===== config.mk =====
export PLATFORM = sky130hd
export DESIGN_NAME = uart_frame_ctrl
export DESIGN_NICKNAME = d
export VERILOG_FILES = /design/src/rtl/uart_frame_ctrl.sv
export SDC_FILE = /design/constraint.sdc
export NUM_CORES = 1
export LEC_CHECK = 0
export ABC_AREA = 0
export CORE_MARGIN = 3
export CORE_UTILIZATION = 59
export CTS_BUF_LIST = sky130_fd_sc_hd__clkbuf_4
export CTS_CLUSTER_DIAMETER = 120
export DETAILED_ROUTE_END_ITERATION = 12
export PLACE_DENSITY = 0.95
export SYNTH_ARGS = -nofsm -noshare
export SYNTH_HDL_FRONTEND = slang
export SYNTH_SLANG_ARGS = --single-unit
export TNS_END_PERCENT = 5

===== constraint.sdc =====
create_clock -name clk_i -period 3 [get_ports clk_i]
set_clock_uncertainty 0.1 [all_clocks]
set_input_delay 0.6 -clock clk_i [delete_from_list [all_inputs] [get_ports clk_i]]
set_output_delay 0.6 -clock clk_i [all_outputs]
set_load 0.05 [all_outputs]

===== src/rtl/uart_frame_ctrl.sv =====
// rtl/uart_frame_ctrl.sv - framed UART byte sequencer into the pulse-parameter RAM
//
// Purpose: accepts bytes from the UART receiver. A frame is an SOF byte followed by
// N_BYTES of payload, plus a sum8 checksum byte when UART_FRAME_CSUM_EN is defined.
// Payload is written to RAM at descending addresses N_BYTES..1. cfg_valid_o is raised
// only after a complete, verified frame. An inter-byte timeout inside a frame aborts it.
//
// Build option: `define UART_FRAME_CSUM_EN adds the checksum byte and the CHK state.
//
// Ports:
//   clk_i         system clock
//   rst_i         synchronous reset, active-high
//   rx_data_i     receiver byte, stable while rx_wr_n_i is low
//   rx_wr_n_i     receiver byte-ready, active-low, asynchronous to clk_i
//   mem_we_o      RAM write enable, one pulse per payload byte
//   mem_addr_o    RAM write address
//   mem_wdata_o   RAM write data
//   busy_o        frame in progress
//   cfg_valid_o   RAM holds a complete verified frame
//   frame_ok_o    one-cycle pulse on commit
//   frame_err_o   one-cycle pulse on abort
//   err_cnt_o     saturating count of aborted frames
module uart_frame_ctrl #(
    parameter int         N_BYTES = 112,
    parameter logic [7:0] SOF     = 8'hA5,
    parameter int         TIMEOUT = 50000,
    parameter int         TO_W    = 16,
    localparam int        AW      = $clog2(N_BYTES + 1)
) (
    input  logic          clk_i,
    input  logic          rst_i,
    input  logic [7:0]    rx_data_i,
    input  logic          rx_wr_n_i,
    output logic          mem_we_o,
    output logic [AW-1:0] mem_addr_o,
    output logic [7:0]    mem_wdata_o,
    output logic          busy_o,
    output logic          cfg_valid_o,
    output logic          frame_ok_o,
    output logic          frame_err_o,
    output logic [7:0]    err_cnt_o
);

    typedef enum logic [2:0] {
        S_IDLE   = 3'd0,
        S_PAY    = 3'd1,
`ifdef UART_FRAME_CSUM_EN
        S_CHK    = 3'd2,
`endif
        S_COMMIT = 3'd3,
        S_ERROR  = 3'd4
    } state_t;

    state_t          state_q, state_d;
    logic [2:0]      rx_sync_q;
    logic [AW-1:0]   addr_q, addr_d;
    logic            we_q, we_d;
    logic [7:0]      wdata_q, wdata_d;
    logic            cfg_q, cfg_d;
    logic [7:0]      err_cnt_q, err_cnt_d;
    logic [TO_W-1:0] to_q, to_d;
    logic            pend_q, pend_d;
    logic [7:0]      pend_data_q, pend_data_d;
`ifdef UART_FRAME_CSUM_EN
    logic [7:0]      sum_q, sum_d;
`endif

    logic            byte_stb;
    logic            in_valid;
    logic [7:0]      in_data;
    logic            last_wr;
    logic            to_hit;

    // [0] and [1] form the synchronizer; [2] holds the previous synchronized level.
    // Reset to idle-high so leaving reset never fakes a falling edge.
    assign byte_stb = rx_sync_q[2] & ~rx_sync_q[1];

    // A byte caught during COMMIT/ERROR is replayed from the pending slot in IDLE.
    assign in_valid = pend_q | byte_stb;
    assign in_data  = pend_q ? pend_data_q : rx_data_i;

    // The write of the last payload byte is visible this cycle; leave PAY only now so
    // mem_we_o never shows up outside PAY.
    assign last_wr  = we_q && (addr_q == AW'(1));
    assign to_hit   = (to_q == TO_W'(TIMEOUT - 1));

    always_comb begin
        state_d     = state_q;
        addr_d      = addr_q;
        we_d        = 1'b0;
        wdata_d     = wdata_q;
        cfg_d       = cfg_q;
        err_cnt_d   = err_cnt_q;
        to_d        = '0;
        pend_d      = pend_q;
        pend_data_d = pend_data_q;
`ifdef UART_FRAME_CSUM_EN
        sum_d       = sum_q;
`endif
        case (state_q)
            S_IDLE: begin
                pend_d = 1'b0;
                if (in_valid && in_data == SOF) begin
                    state_d = S_PAY;
                    cfg_d   = 1'b0;
                    addr_d  = AW'(N_BYTES);
`ifdef UART_FRAME_CSUM_EN
                    sum_d   = 8'd0;
`endif
                end
            end
            S_PAY: begin
                if (byte_stb) begin
                    we_d    = 1'b1;
                    wdata_d = rx_data_i;
`ifdef UART_FRAME_CSUM_EN
                    sum_d   = sum_q + rx_data_i;
`endif
                end else if (last_wr) begin
`ifdef UART_FRAME_CSUM_EN
                    state_d = S_CHK;
`else
                    state_d = S_COMMIT;
`endif
                end else if (to_hit) begin
                    state_d = S_ERROR;
                end else begin
                    to_d = to_q + TO_W'(1);
                end
                if (we_q && !last_wr) begin
                    addr_d = addr_q - AW'(1);
                end
            end
`ifdef UART_FRAME_CSUM_EN
            S_CHK: begin
                if (byte_stb) begin
                    state_d = (rx_data_i == sum_q) ? S_COMMIT : S_ERROR;
                end else if (to_hit) begin
                    state_d = S_ERROR;
                end else begin
                    to_d = to_q + TO_W'(1);
                end
            end
`endif
            S_COMMIT: begin
                state_d = S_IDLE;
                cfg_d   = 1'b1;
                addr_d  = AW'(N_BYTES);
                if (byte_stb) begin
                    pend_d      = 1'b1;
                    pend_data_d = rx_data_i;
                end
            end
            S_ERROR: begin
                state_d = S_IDLE;
                addr_d  = AW'(N_BYTES);
                if (err_cnt_q != 8'hFF) begin
                    err_cnt_d = err_cnt_q + 8'd1;
                end
                if (byte_stb) begin
                    pend_d      = 1'b1;
                    pend_data_d = rx_data_i;
                end
            end
            default: state_d = S_IDLE;
        endcase
    end

    always_ff @(posedge clk_i) begin
        if (rst_i) begin
            rx_sync_q   <= 3'b111;
            state_q     <= S_IDLE;
            addr_q      <= AW'(N_BYTES);
            we_q        <= 1'b0;
            wdata_q     <= 8'd0;
            cfg_q       <= 1'b0;
            err_cnt_q   <= 8'd0;
            to_q        <= '0;
            pend_q      <= 1'b0;
            pend_data_q <= 8'd0;
`ifdef UART_FRAME_CSUM_EN
            sum_q       <= 8'd0;
`endif
        end else begin
            rx_sync_q   <= {rx_sync_q[1:0], rx_wr_n_i};
            state_q     <= state_d;
            addr_q      <= addr_d;
            we_q        <= we_d;
            wdata_q     <= wdata_d;
            cfg_q       <= cfg_d;
            err_cnt_q   <= err_cnt_d;
            to_q        <= to_d;
            pend_q      <= pend_d;
            pend_data_q <= pend_data_d;
`ifdef UART_FRAME_CSUM_EN
            sum_q       <= sum_d;
`endif
        end
    end

    assign mem_we_o    = we_q;
    assign mem_addr_o  = addr_q;
    assign mem_wdata_o = wdata_q;
`ifdef UART_FRAME_CSUM_EN
    assign busy_o      = (state_q == S_PAY) || (state_q == S_CHK);
`else
    assign busy_o      = (state_q == S_PAY);
`endif
    assign cfg_valid_o = cfg_q;
    assign frame_ok_o  = (state_q == S_COMMIT);
    assign frame_err_o = (state_q == S_ERROR);
    assign err_cnt_o   = err_cnt_q;

endmodule


==> Word-level counts from Yosys, hierarchy flattened <==
Cells that the tools add are included.
{ "totals": {"latchBits": 0, "out_inout_bits": 28, "ramBits": 0, "in_bits": 11, "romBits": 0, "register_bits": 56, "n_memories": 0, "wordCells": 61} }
{ "classes": {"mux": 14, "multipliers": 0, "eq_ne": 12, "addsub": 3, "reduce_logical": 18, "bitwise": 4, "n_div": 0, "shift": 0, "order_cmp": 0} }
{ "op_table": {"columns": ["cell", "count"], "rows": [
  ["7-bit one-hot mux with 3 select lines", 1],
  ["16-bit by 1-bit adder with 16-bit output, second input constant", 1],
  ["16-bit equality test, second input constant", 1],
  ["7-bit 2-to-1 mux", 2],
  ["3-bit 2-to-1 mux", 4],
  ["2-bit AND reduction", 5],
  ["8-bit by 1-bit adder with 8-bit output, second input constant", 1],
  ["8-bit equality test, second input constant", 1],
  ["8-bit 2-to-1 mux", 1],
  ["8-bit inequality test, second input constant", 1],
  ["7-bit by 1-bit equality test with 1-bit output, second input constant", 1],
  ["7-bit by 1-bit subtractor with 7-bit output, second input constant", 1],
  ["3-bit one-hot mux with 2 select lines", 1],
  ["3-bit AND reduction", 2],
  ["5-bit OR reduction", 1],
  ["2-bit by 1-bit inequality test with 1-bit output, second input constant", 2],
  ["2-bit inequality test, second input constant", 2],
  ["1-bit one-hot mux with 2 select lines", 2],
  ["2-bit nonzero test", 2],
  ["2-bit OR reduction", 2],
  ["3-bit by 1-bit equality test with 1-bit output, second input constant", 1],
  ["3-bit by 2-bit equality test with 1-bit output, second input constant", 1],
  ["3-bit equality test, second input constant", 1],
  ["1-bit logical AND", 3],
  ["8 further kinds", 11]
]} }

==> Logic depth before layout (Yosys ltp) <==
Gate-level depths: netlist of the first run.
{ "depth": {"ltp_word": 6, "depth_mapped": 7, "mapped_depth_nobuf": 7} }

==> Least setup slack after synthesis of the first run <==
No wires, ideal clock.
{ "synth_timing": {"kind": "flip-flop to flip-flop", "from": "reg addr_q[0] (netlist: mem_addr_o[0])", "to": "reg addr_q[1] (netlist: mem_addr_o[1])", "setup_slack_ps": 930, "t_arrival_ps": 1869, "stages_incl_launch_ff": 7, "setup_ps": 101, "period_less_slack_ps": 2070, "required_time_ps": 2799, "path_buffers": 0, "cell_sequence": "dfxtp_1 ha_1 nor4b_2 a21boi_0 o21a_1 a211o_1 o41ai_1"} }
{ "synth_between": {"elab_chain_cells": 6, "elab_cells_between_ends": 9, "cone_classes": "1 x add/sub; 2 x eq/ne; 2 x mux; 4 x reduce/logical"} }
{ "synth_lines": {"columns": ["item", "line_no", "rtl"], "rows": [
  ["from (decl)", "56", "logic [AW-1:0] addr_q, addr_d;"],
  ["from (signal assigned)", "173", "addr_q <= AW'(N_BYTES);"],
  ["from (signal assigned)", "187", "addr_q <= addr_d;"],
  ["branches (longest 6 deep; another with 7-bit by 1-bit subtractor with 7-bit output)", null, null]
]} }
Parallel ways; which one is timed is not known. The select of a mux whose other input is x is not followed.
A chain may end at the register's enable or synchronous reset.

==> Final worst setup path of the first run <==
{ "layout_timing": {"from": "reg state_q[2]", "to": "out frame_err_o"} }
{ "layout_between": {"elab_chain_cells": 1} }
{ "layout_lines": {"columns": ["item", "line_no", "rtl"], "rows": [
  ["from (decl)", "54", "state_t state_q, state_d;"],
  ["from (signal assigned)", "186", "state_q <= state_d;"],
  ["3-bit equality test", "211", "assign frame_err_o = (state_q == S_ERROR);"],
  ["to (decl)", "40", "output logic frame_err_o,"]
]} }
No other way between the ends.

==> results of run 1 <==
## metal layers
metal	vias up	routed length [µm]	share of wire [%]
li1	1018	-	-
met1	932	2130	43
met2	46	2480	51
met3	6	234	4.8
met4	0	55	1.1
met5	-	0	0
## timing repair
| action | in CTS | in global routing |
|---|---|---|
| hold buffers | 0 | 0 |
| setup endpoints to repair | 0 | 1 |
| gates resized for setup | 0 | 1 |
## sequential cells by signal (all words and copies together), names as in the netlist
signal and count:
mem_addr_o 7, cfg_valid_o 1, state_q 3, err_cnt_o 8, rx_sync_q 3, pend_data_q 8
pend_q 1, mem_we_o 1, mem_wdata_o 8, to_q 16
## path summary, 6_finish.rpt
path | cells past startpoint | end | from | slack (ps)
min | 1 | rx_sync_q[1] | rx_sync_q[0] | 330
min reg2reg | 1 | rx_sync_q[1] | rx_sync_q[0] | 330
max reg2reg | 6 | mem_addr_o[1] | mem_addr_o[0] | 1030
max | 3 | frame_err_o | state_q[2] | 150
## kinds of logic (layout without fill, tap and decap cells)
logic type,Yosys count,in the layout
AO/OA/AOI/OAI,39,39
adder cells (fa/ha/maj),4,4
AND/OR/NAND/NOR,124,124
multiplexers,11,11
XOR/XNOR,21,21
buffers and inverters,15,56
flip-flops,56,56
## per-stage QoR
stage                     util (%)  std cells  instance area, µm²
after floorplan                  -        270                2460
after global routing          76.3        359                2940
after global placement        74.8        351                2880
after CTS                     76.2        359                2940
final                         76.3        359                2940
after detailed placement      74.8        351                2880
## area by class of cell
type,instances,share of cell area [%]
multi-input combinational,199,43.2
sequential,56,38.1
timing repair buffer,41,13.8
tap,48,2.04
clock buffer,6,1.53
inverter,7,0.894
clock inverter,2,0.383
## power breakdown
group	switching [µW]	internal [µW]
registers	0.550	745
clock network	215	98.7
logic	16.0	16.4
## layout by cell type (no fill, tap or decap), types with 2 or more instances in the layout
master,n
a21oi_1,16
o21bai_1,3
nand4_1,7
or3b_1,2
mux2i_1,10
and4_1,3
a211oi_1,2
or2_2,4
inv_1,6
nand2_1,28
nor3_1,5
xnor2_1,8
or3_1,2
nor4_1,4
o21ai_0,8
xor2_1,13
nor2b_1,2
ha_1,4
clkdlybuf4s50_1,37
nand3_1,9
and3_1,3
or4bb_1,2
buf_4,3
clkbuf_4,6
nor2_1,41
clkinv_1,2
dfxtp_1,56
==> key figures, run 1 <==
Critical path
  – Crit-path cells: or3b_1 > inv_1 > clkdlybuf4s50_1
  – CP peak stage delay: 810 ps
  – Worst-path maximum fanout: 6
  – Combined buffer and inverter count along the critical path: 2
  – Crit start category: flip-flop
  – CP required: 2300 ps
  – Delay-heaviest family, CP: buffers and inverters
  – Worst path arrival time: 2150 ps
  – Worst Setup End Kind: output pin
  – Slowest-stage cell, CP: clkdlybuf4s50_1
  – Setup CP Type: flip-flop to output pin

Cells and area
  – Post-layout net count: 325
  – Antenna cells: 0
  – Area growth, synth to finish: 19.3%
  – Fillers: 272
  – Register area: 0.00112 mm²
  – Share of cells above drive strength 1: 7.40%
  – Area occupied by multi-input gates: 0.00127 mm²

Logic synthesis
  – Post-synth top cells: dfxtp_1, nor2_1, nand2_1
  – Ys Warns: 0
  – Area contributors post-synth: dfxtp_1, nor2_1, xor2_1, nand2_1, mux2i_1
  – Cell taking the most area after synthesis: dfxtp_1
  – Post-Synth Adder-Cell Area: 2.03%
  – Avg Inst Size Synth: 9.13 µm²
  – Simple-Gate Fraction of Synth Area: 27.2%
  – Seq cells post-synth: 56
  – Synth Flop Type: dfxtp_1
  – Netlist cell types: 50
  – Mapped Cells: 270
  – Sequential-to-total area share from yosys stat: 45.5%
  – Post-synth EDFFs: 0
  – Xor/xnor share of the synthesized area: 7.46%
  – Area fraction of the dominant cell type after synthesis: 45.5%
  – Mux cell area share after synthesis: 4.52%
  – Compound-Gate Fraction of Synth Area: 10.4%
  – Most frequent cell after synthesis: dfxtp_1
  – Ys async rst share: 0%
  – Syn Nets: 285
  – Largest family of logic cells by synthesized area: simple AND/OR/NAND/NOR gates
  – Synth Cell Area: 0.00246 mm²

Die
  – Die Height: 70.6 µm
  – Starting Density: 64.0%
  – Rows: 22
  – Die area: 0.00499 mm²
  – Core Area: 0.00385 mm²
  – Die X: 70.6 µm
  – I/O Pins: 39

Clocking
  – Num CTS Buffers: 5
  – Worst-path clk slew: 130 ps
  – Clock Sinks: 56
  – CTS tree: done
  – Post-CTS Setup Bufs: 0
  – Clock H-tree levels: 2
  – CTS max path bufs: 2
  – Clk Latency, worst-skew pair: 370 ps
  – Root buffer selected by CTS: clkbuf_4

Timing
  – Setup TNS: 0 ps
  – Max_slew headroom: 61.5%
  – # setup viols final: 0
  – Final WS setup: 154 ps
  – Fin. max-slew vios: 0
  – Min cycle time layout: 2850 ps
  – Final Hold Slack: 327 ps
  – Fin. Hold Viols: 0
  – Tightest Pin Transition: 576 ps
  – Final worst-path cycle share: 94.9%
  – RSZ-0062 raised after global routing: no
  – Fmax: 351 MHz

Global routing
  – GR Overflow Total: 0
  – Antenna violations before repair: 0
  – Vias in the first global route: 1917
  – Met3 usage: 5.97%
  – Largest net degree at the start of global routing: 36
  – Overall routing resource usage: 20.5%
  – GR Layer Usage met1: 25.0%
  – Top Usage Layer GRT: met2
  – Met2 global-route usage: 35.0%
  – First-pass GRT wire length: 8.36 mm

Drt
  – Routed Wire Length: 4.90 mm
  – Avg Vias per Cell: 5.58
  – Total number of vias: 2002
  – Initial DRC count: 104
  – WL per Instance: 13.6 µm
  – Residual DRC: 0
  – TritonRoute pass-1 iters: 4
  – Number of routed nets with antenna violations: 0

Place
  – Post-place setup slack: 457 ps
  – Final Wtd Congestion: 0.835
  – Final HPWL DP: 3.67 mm
  – IO Port Bufs: 38

Outcome
  – Outcome: finished, final reports clean

Pwr
  – Worst VDD drop: 0.276 mV
  – Leak: 0.00105 µW
  – PwrDens: 371 mW/mm²
  – Overall Power: 1090 µW

Run
  – Max Cap Viol: 0

Worst hold path
  – Worst hold path type: flip-flop to flip-flop
(Power assumes the default switching activity.)
==> inputs of run 2 (changes only) <==
--- a/config.mk
+++ b/config.mk
@@ -6,7 +6,8 @@
 export NUM_CORES = 1
 export LEC_CHECK = 0
 export ABC_AREA = 0
-export CORE_MARGIN = 3
+export CORE_ASPECT_RATIO = 0.6
+export CORE_MARGIN = 1
 export CORE_UTILIZATION = 59
 export CTS_BUF_LIST = sky130_fd_sc_hd__clkbuf_4
 export CTS_CLUSTER_DIAMETER = 120
==> run 2 against run 1 <==
Net effect: final cell count is 0.28% lower; routed wire length rose by 14%; combinational power grew 2%; sequential power barely moved; global-route usage grew 7.0 points; die area decreased by 11%.
==> key figures, run 2 (synthesized netlist as in run 1, its figures left out) <==
Clocking
  – Num CTS Buffers: 5 (unchanged)
  – CTS tree: done (unchanged)
  – Post-CTS Setup Bufs: 0 (unchanged)
  – Worst-path clk slew: 170 ps (was 130 ps)
  – Cts repair resizes: 0 (unchanged)
  – Root buffer selected by CTS: clkbuf_4 (unchanged)
  – Clk Latency, worst-skew pair: 400 ps (was 370 ps)
  – Clock H-tree levels: 2 (unchanged)
  – Clock Sinks: 56 (unchanged)
  – CTS max path bufs: 2 (unchanged)
  – Hold_buf cts: 0 (unchanged)

Drt
  – Residual DRC: 0 (unchanged)
  – Avg Vias per Cell: 5.85 (was 5.58)
  – Number of routed nets with antenna violations: 0 (unchanged)
  – WL per Instance: 15.6 µm (was 13.6 µm)
  – Routed Wire Length: 5.60 mm (was 4.90 mm)
  – TritonRoute pass-1 iters: 4 (unchanged)
  – Initial DRC count: 90 (was 104)
  – Total number of vias: 2093 (was 2002)

Cells and area
  – Most common cell after layout, fill and taps aside: dfxtp_1 (unchanged)
  – Largest register FFs: 16 (unchanged)
  – Share of cells above drive strength 1: 7.40% (unchanged)
  – Fillers: 260 (was 272)
  – Biggest register: to_q (unchanged)
  – Post-layout net count: 325 (unchanged)
  – Final non-filler cell area: 0.00296 mm² (was 0.00294 mm²)
  – Post-layout util: 77.4% (was 76.3%)
  – Commonest cells after routing, fill and taps aside: dfxtp_1, nor2_1, clkdlybuf4s50_1 (unchanged)
  – Antenna cells: 0 (unchanged)
  – Area growth, synth to finish: 20.2% (was 19.3%)

Global routing
  – GR Overflow Total: 0 (unchanged)
  – Overall routing resource usage: 27.5% (was 20.5%)
  – Antenna violations before repair: 0 (unchanged)
  – Largest net degree at the start of global routing: 42 (was 36)
  – First-pass GRT wire length: 9.28 mm (was 8.36 mm)
  – Vias in the first global route: 1894 (was 1917)

Critical path
  – CP required: 2300 ps (about the same)
  – Setup CP Type: flip-flop to output pin (unchanged)
  – CP peak stage delay: 800 ps (was 810 ps)
  – Worst Setup End Kind: output pin (unchanged)
  – Slowest-stage cell, CP: clkdlybuf4s50_1 (unchanged)
  – Crit start category: flip-flop (unchanged)
  – Worst-path maximum fanout: 6 (unchanged)
  – Worst path arrival time: 2180 ps (was 2150 ps)
  – R2R Setup Slk: 960 ps (was 1030 ps)
  – Crit-path cells: or3b_1 > inv_1 > clkdlybuf4s50_1 (unchanged)

Die
  – I/O Pins: 39 (unchanged)
  – Rows: 17 (was 22)
  – Die X: 85.4 µm (was 70.6 µm)
  – Die Height: 52.1 µm (was 70.6 µm)
  – Starting Density: 64.4% (was 64.0%)
  – Core Area: 0.00383 mm² (was 0.00385 mm²)
  – Die area: 0.00445 mm² (was 0.00499 mm²)

Pwr
  – Seq pwr share: 62.4% (was 68.3%)
  – Combinational share of power: 2.7% (was 3.0%)
  – Worst VDD drop: 0.324 mV (was 0.276 mV)
  – PwrDens: 404 mW/mm² (was 371 mW/mm²)
  – Leak: 0.00107 µW (was 0.00105 µW)
  – Pint: 937 µW (was 861 µW)
  – Power share of the clock group: 34.9% (was 28.7%)
  – Overall Power: 1200 µW (was 1090 µW)
  – Sw Share: 21.7% (was 21.2%)
  – Psw: 260 µW (was 231 µW)

Place
  – Placed cell area: 0.00288 mm² (about the same)
  – Final HPWL DP: 4.04 mm (was 3.67 mm)
  – Final Wtd Congestion: 0.874 (was 0.835)
  – IO Port Bufs: 38 (unchanged)

Run
  – Max Cap Viol: 0 (unchanged)

Timing
  – Tightest Pin Transition: 570 ps (was 576 ps)
  – RSZ-0062 raised after global routing: no (unchanged)
  – Fmax: 347 MHz (was 351 MHz)
  – Final worst-path cycle share: 96.0% (was 94.9%)
  – Max_slew headroom: 61.9% (was 61.5%)
  – # setup viols final: 0 (unchanged)
  – Setup TNS: 0 ps (unchanged)
  – Final Hold Slack: 333 ps (was 327 ps)
  – Min cycle time layout: 2880 ps (was 2850 ps)
  – Fin. max-slew vios: 0 (unchanged)
  – Fin. Hold Viols: 0 (unchanged)

Worst hold path
  – Worst hold path type: flip-flop to flip-flop (unchanged)

Outcome
  – Outcome: finished, final reports clean (unchanged)
-- run 2: cell count changes in the layout (fill, tap and decap cells not counted) --
cell,change
bufinv_16,+1
clkbuf_4,-1
clkinv_4,+1
clkinvlp_4,-1
-- run 2: final cells by class --
type,count,area [µm²],share of cell area (%)
tap,47,58.8,1.98
clock buffer,5,37.5,1.27
sequential,56,1120,37.8
multi-input combinational,199,1270,42.9
timing repair buffer,41,405,13.7
inverter,7,26.3,0.887
clock inverter,3,42.5,1.44
-- run 2: power by group through the flow --
| stage | registers, µW | clock network (µW) | logic [µW] |
|---|---|---|---|
| floorplan | 762 | 0 | 13.8 |
| global placement | 762 | 0 | 32.2 |
| detailed placement | 762 | 0 | 32.6 |
| CTS | 746 | 416 | 32.8 |
| global route | 747 | 451 | 34.6 |
| finish | 746 | 417 | 32.9 |
-- run 2: path summary, 6_finish.rpt --
path | from | to | depth (start not counted)
setup reg to reg | mem_addr_o[0] | mem_addr_o[1] | 6
hold reg to reg | rx_sync_q[0] | rx_sync_q[1] | 1
setup / recovery | state_q[2] | frame_err_o | 3
hold / removal | rx_sync_q[0] | rx_sync_q[1] | 1
-- run 2: metal layers --
layer	global-route usage (%)	up-vias	share of wire [%]
li1	-	1017	-
met1	38.5	995	49
met2	42.8	72	44
met3	5.56	9	5.7
met4	9.17	0	1.3
met5	0	-	0
-- run 2: metrics by stage --
stage | setup WS, ps | std cells
after global placement | 524 | 350
after CTS | 64.9 | 358
after detailed placement | 483 | 350
after global routing | 33.9 | 358
final | 120 | 358
after floorplan | 930 | 270
-- run 2: critical path: cells and delay by family, from the launching register on --
family                 cells  cell delay [ps]
buffers and inverters      2              920
DFF                        1              430
and+or+nand+nor            1              440
==> inputs of run 3 (changes only) <==
--- a/config.mk
+++ b/config.mk
@@ -6,6 +6,7 @@
 export NUM_CORES = 1
 export LEC_CHECK = 0
 export ABC_AREA = 0
+export ABC_CLOCK_PERIOD_IN_PS = 3000
 export CORE_ASPECT_RATIO = 0.6
 export CORE_MARGIN = 1
 export CORE_UTILIZATION = 59
==> results of run 3 <==
Final layout, timing and power as in run 2 (identical DEF).
==> RTL edit (flow settings as in run 3) <==
Register the outputs `busy_o`, `frame_ok_o` and `frame_err_o`, cleared by the reset; this adds one clock of latency there. The other outputs are not delayed to match. Comments in the files are not updated.
--- a/src/rtl/uart_frame_ctrl.sv
+++ b/src/rtl/uart_frame_ctrl.sv
@@ -204,11 +204,19 @@
 `ifdef UART_FRAME_CSUM_EN
     assign busy_o      = (state_q == S_PAY) || (state_q == S_CHK);
 `else
-    assign busy_o      = (state_q == S_PAY);
 `endif
     assign cfg_valid_o = cfg_q;
-    assign frame_ok_o  = (state_q == S_COMMIT);
-    assign frame_err_o = (state_q == S_ERROR);
+    always_ff @(posedge clk_i) begin
+        if (rst_i) begin
+            busy_o      <= '0;
+            frame_ok_o  <= '0;
+            frame_err_o <= '0;
+        end else begin
+            busy_o      <= (state_q == S_PAY);
+            frame_ok_o  <= (state_q == S_COMMIT);
+            frame_err_o <= (state_q == S_ERROR);
+        end
+    end
     assign err_cnt_o   = err_cnt_q;
 
 endmodule
Function: changed (Yosys sat finds a counterexample within 4 cycles, from zero or initial values and one cycle with rst_i high).
==> RTL edit against run 3 <==
Global-route usage rose by 0.45 points; sequential share of layout area fell by 1.9 points; area after synthesis rose by 12%; fmax rose by 13%; total power rose by 16%; final area rose by 11%; sequential cell count rose by 3; synthesized cell count rose by 7.8%; core utilization fell by 1.0 points; routed wire length rose by 19%; worst setup slack improved by 0.32 ns; hold slack got worse by 0.0080 ns; register-to-register slack got worse by 0.14 ns; combinational power rose by 82%.
==> RTL edit: results (changes against run 3) <==
----------------------------------------------------
[Power]
  Switching power ... 314.0 uW (was 259.6 uW)
  Power density over the cells ... 422.8 mW/mm^2 (was 403.8 mW/mm^2)
  Maximum resistive drop on vdd ... 0.2869 mV (was 0.3239 mV)
  Clock share of power ... 38.8% (was 34.9%)
  Combinational group power ... 59.8 uW (was 32.9 uW)
  Standby leakage power ... 0.001103 uW (was 0.001068 uW)

[Timing]
  Number of max-slew violations in the final report ... 0 (unchanged)
  Actual slew at the worst max-slew pin ... 0.5770 ns (was 0.5697 ns)

[Synth]
  Total number of yosys warnings ... 0 (unchanged)
  Main area contributors after synthesis ... sky130_fd_sc_hd__dfxtp_1, sky130_fd_sc_hd__mux2i_1, sky130_fd_sc_hd__nor2_1 (was sky130_fd_sc_hd__dfxtp_1, sky130_fd_sc_hd__nor2_1, sky130_fd_sc_hd__xor2_1)
  Top cells by instance count after synthesis ... sky130_fd_sc_hd__dfxtp_1, sky130_fd_sc_hd__nor2_1, sky130_fd_sc_hd__mux2i_1 (was sky130_fd_sc_hd__dfxtp_1, sky130_fd_sc_hd__nor2_1, sky130_fd_sc_hd__nand2_1)
  Seq/Total Area, Yosys ... 42.73% (was 45.48%)
  Syn Nets ... 306 (was 285)
  Post-synthesis cell type count ... 56 (was 50)

[Setup path]
  Maximum net fanout on the critical path ... 9 (was 6)
  R2R setup slack ... 0.82 ns (was 0.96 ns)
  Delay of the slowest cell on the worst path ... 0.88 ns (was 0.80 ns)
  Category of cells accounting for the largest share of critical-path delay ... buffers and inverters (unchanged)
  Register-to-Register Path Depth ... 5 (was 6)
  Data arrival time of the worst path ... 1.86 ns (was 2.18 ns)
  Capture instance of the worst register-to-register path ... mem_addr_o[2] (was mem_addr_o[1])

[Placement]
  Final RePlAce weighted congestion ... 0.9307 (was 0.8742)
  Area after detailed placement ... 0.003159 sq mm (was 0.002880 sq mm)
  Final HPWL from detailed placement ... 4645 um (was 4037 um)
  Port buffer count ... 38 (unchanged)

[Final layout]
  Total Nets Final ... 345 (was 325)
  Fraction of final layout cells sized beyond drive strength 1 ... 9.281% (was 7.395%)

[Global route]
  Number of global-route vias before repair ... 2,099 (was 1,894)
  Global-route wire length before repair ... 10,420 um (was 9280 um)
  Gr usage total ... 27.96% (was 27.51%)
  Maximum number of pins on one net before global-route repair ... 31 (was 42)

[Routing]
  Via Count ... 2,437 (was 2,093)
  Met1 WL ... 3049 um (was 2762 um)
  Detailed-routing iteration count for the pre-antenna-repair pass ... 5 (was 4)
  DR WL met2 ... 2698 um (was 2439 um)
  Met3 WL post-DR ... 736 um (was 321 um)
  Average wire per standard cell ... 16.85 um (was 15.64 um)

[Status]
  Outcome ... finished clean (unchanged)

[Hold path]
  Worst Hold Class ... reg2reg (unchanged)

[Clock tree]
  CTS buffer count ... 9 (was 5)

----------------------------------------------------
## RTL edit: area by class of cell
cell class / instances / area, sq um
clock inverters: 4 / 42.54
clock buffers: 11 / 82.58
inverters: 7 / 26.28
flip-flops and latches: 59 / 1181
repair buffers: 40 / 395.4
fillers: 281 / 1017
multi-input cells: 213 / 1481
well taps: 60 / 75.07
## RTL edit: stage by stage
stage          utilization (%)  setup slack [ns]  hold WS, ns  cells
2_1_floorplan                -            0.7651       0.2895    291
3_3_place_gp             73.44            0.4638       0.2914    379
3_5_place_dp             73.44            0.2904       0.3053    379
4_1_cts                  76.35            0.4494       0.3325    394
5_1_grt                  76.35            0.4080       0.3464    394
6_report                 76.35            0.4424       0.3249    394
## RTL edit: worst max path at each step
| stage | start | endpoint | slack [ns] |
|---|---|---|---|
| 6_report | mem_addr_o[4] | mem_addr_o[4] | 0.44 |
| 5_1_grt | mem_addr_o[4] | mem_addr_o[4] | 0.41 |
| 4_1_cts | mem_addr_o[4] | mem_addr_o[4] | 0.45 |
| 3_5_place_dp | rx_data_i[7] | cfg_valid_o | 0.29 |
| 3_3_place_gp | rx_data_i[7] | cfg_valid_o | 0.46 |
| 2_1_floorplan | mem_addr_o[0] | mem_addr_o[2] | 0.77 |
## RTL edit: logic make-up after synthesis
group | count (synthesis) | synth area share [%]
mux | 17 | 6.157
flops | 59 | 42.73
buf+inv | 19 | 3.667
compound gates | 44 | 11.00
simple gates | 132 | 29.56
fa+ha+maj | 4 | 1.811
xor+xnor | 16 | 5.070
## RTL edit: layer usage
metal  GRT usage (%)  up-vias
met2           41.73      146
met3           9.699       26
met1           37.72     1126
met5               0        -
li1                -     1139
met4           10.75        0
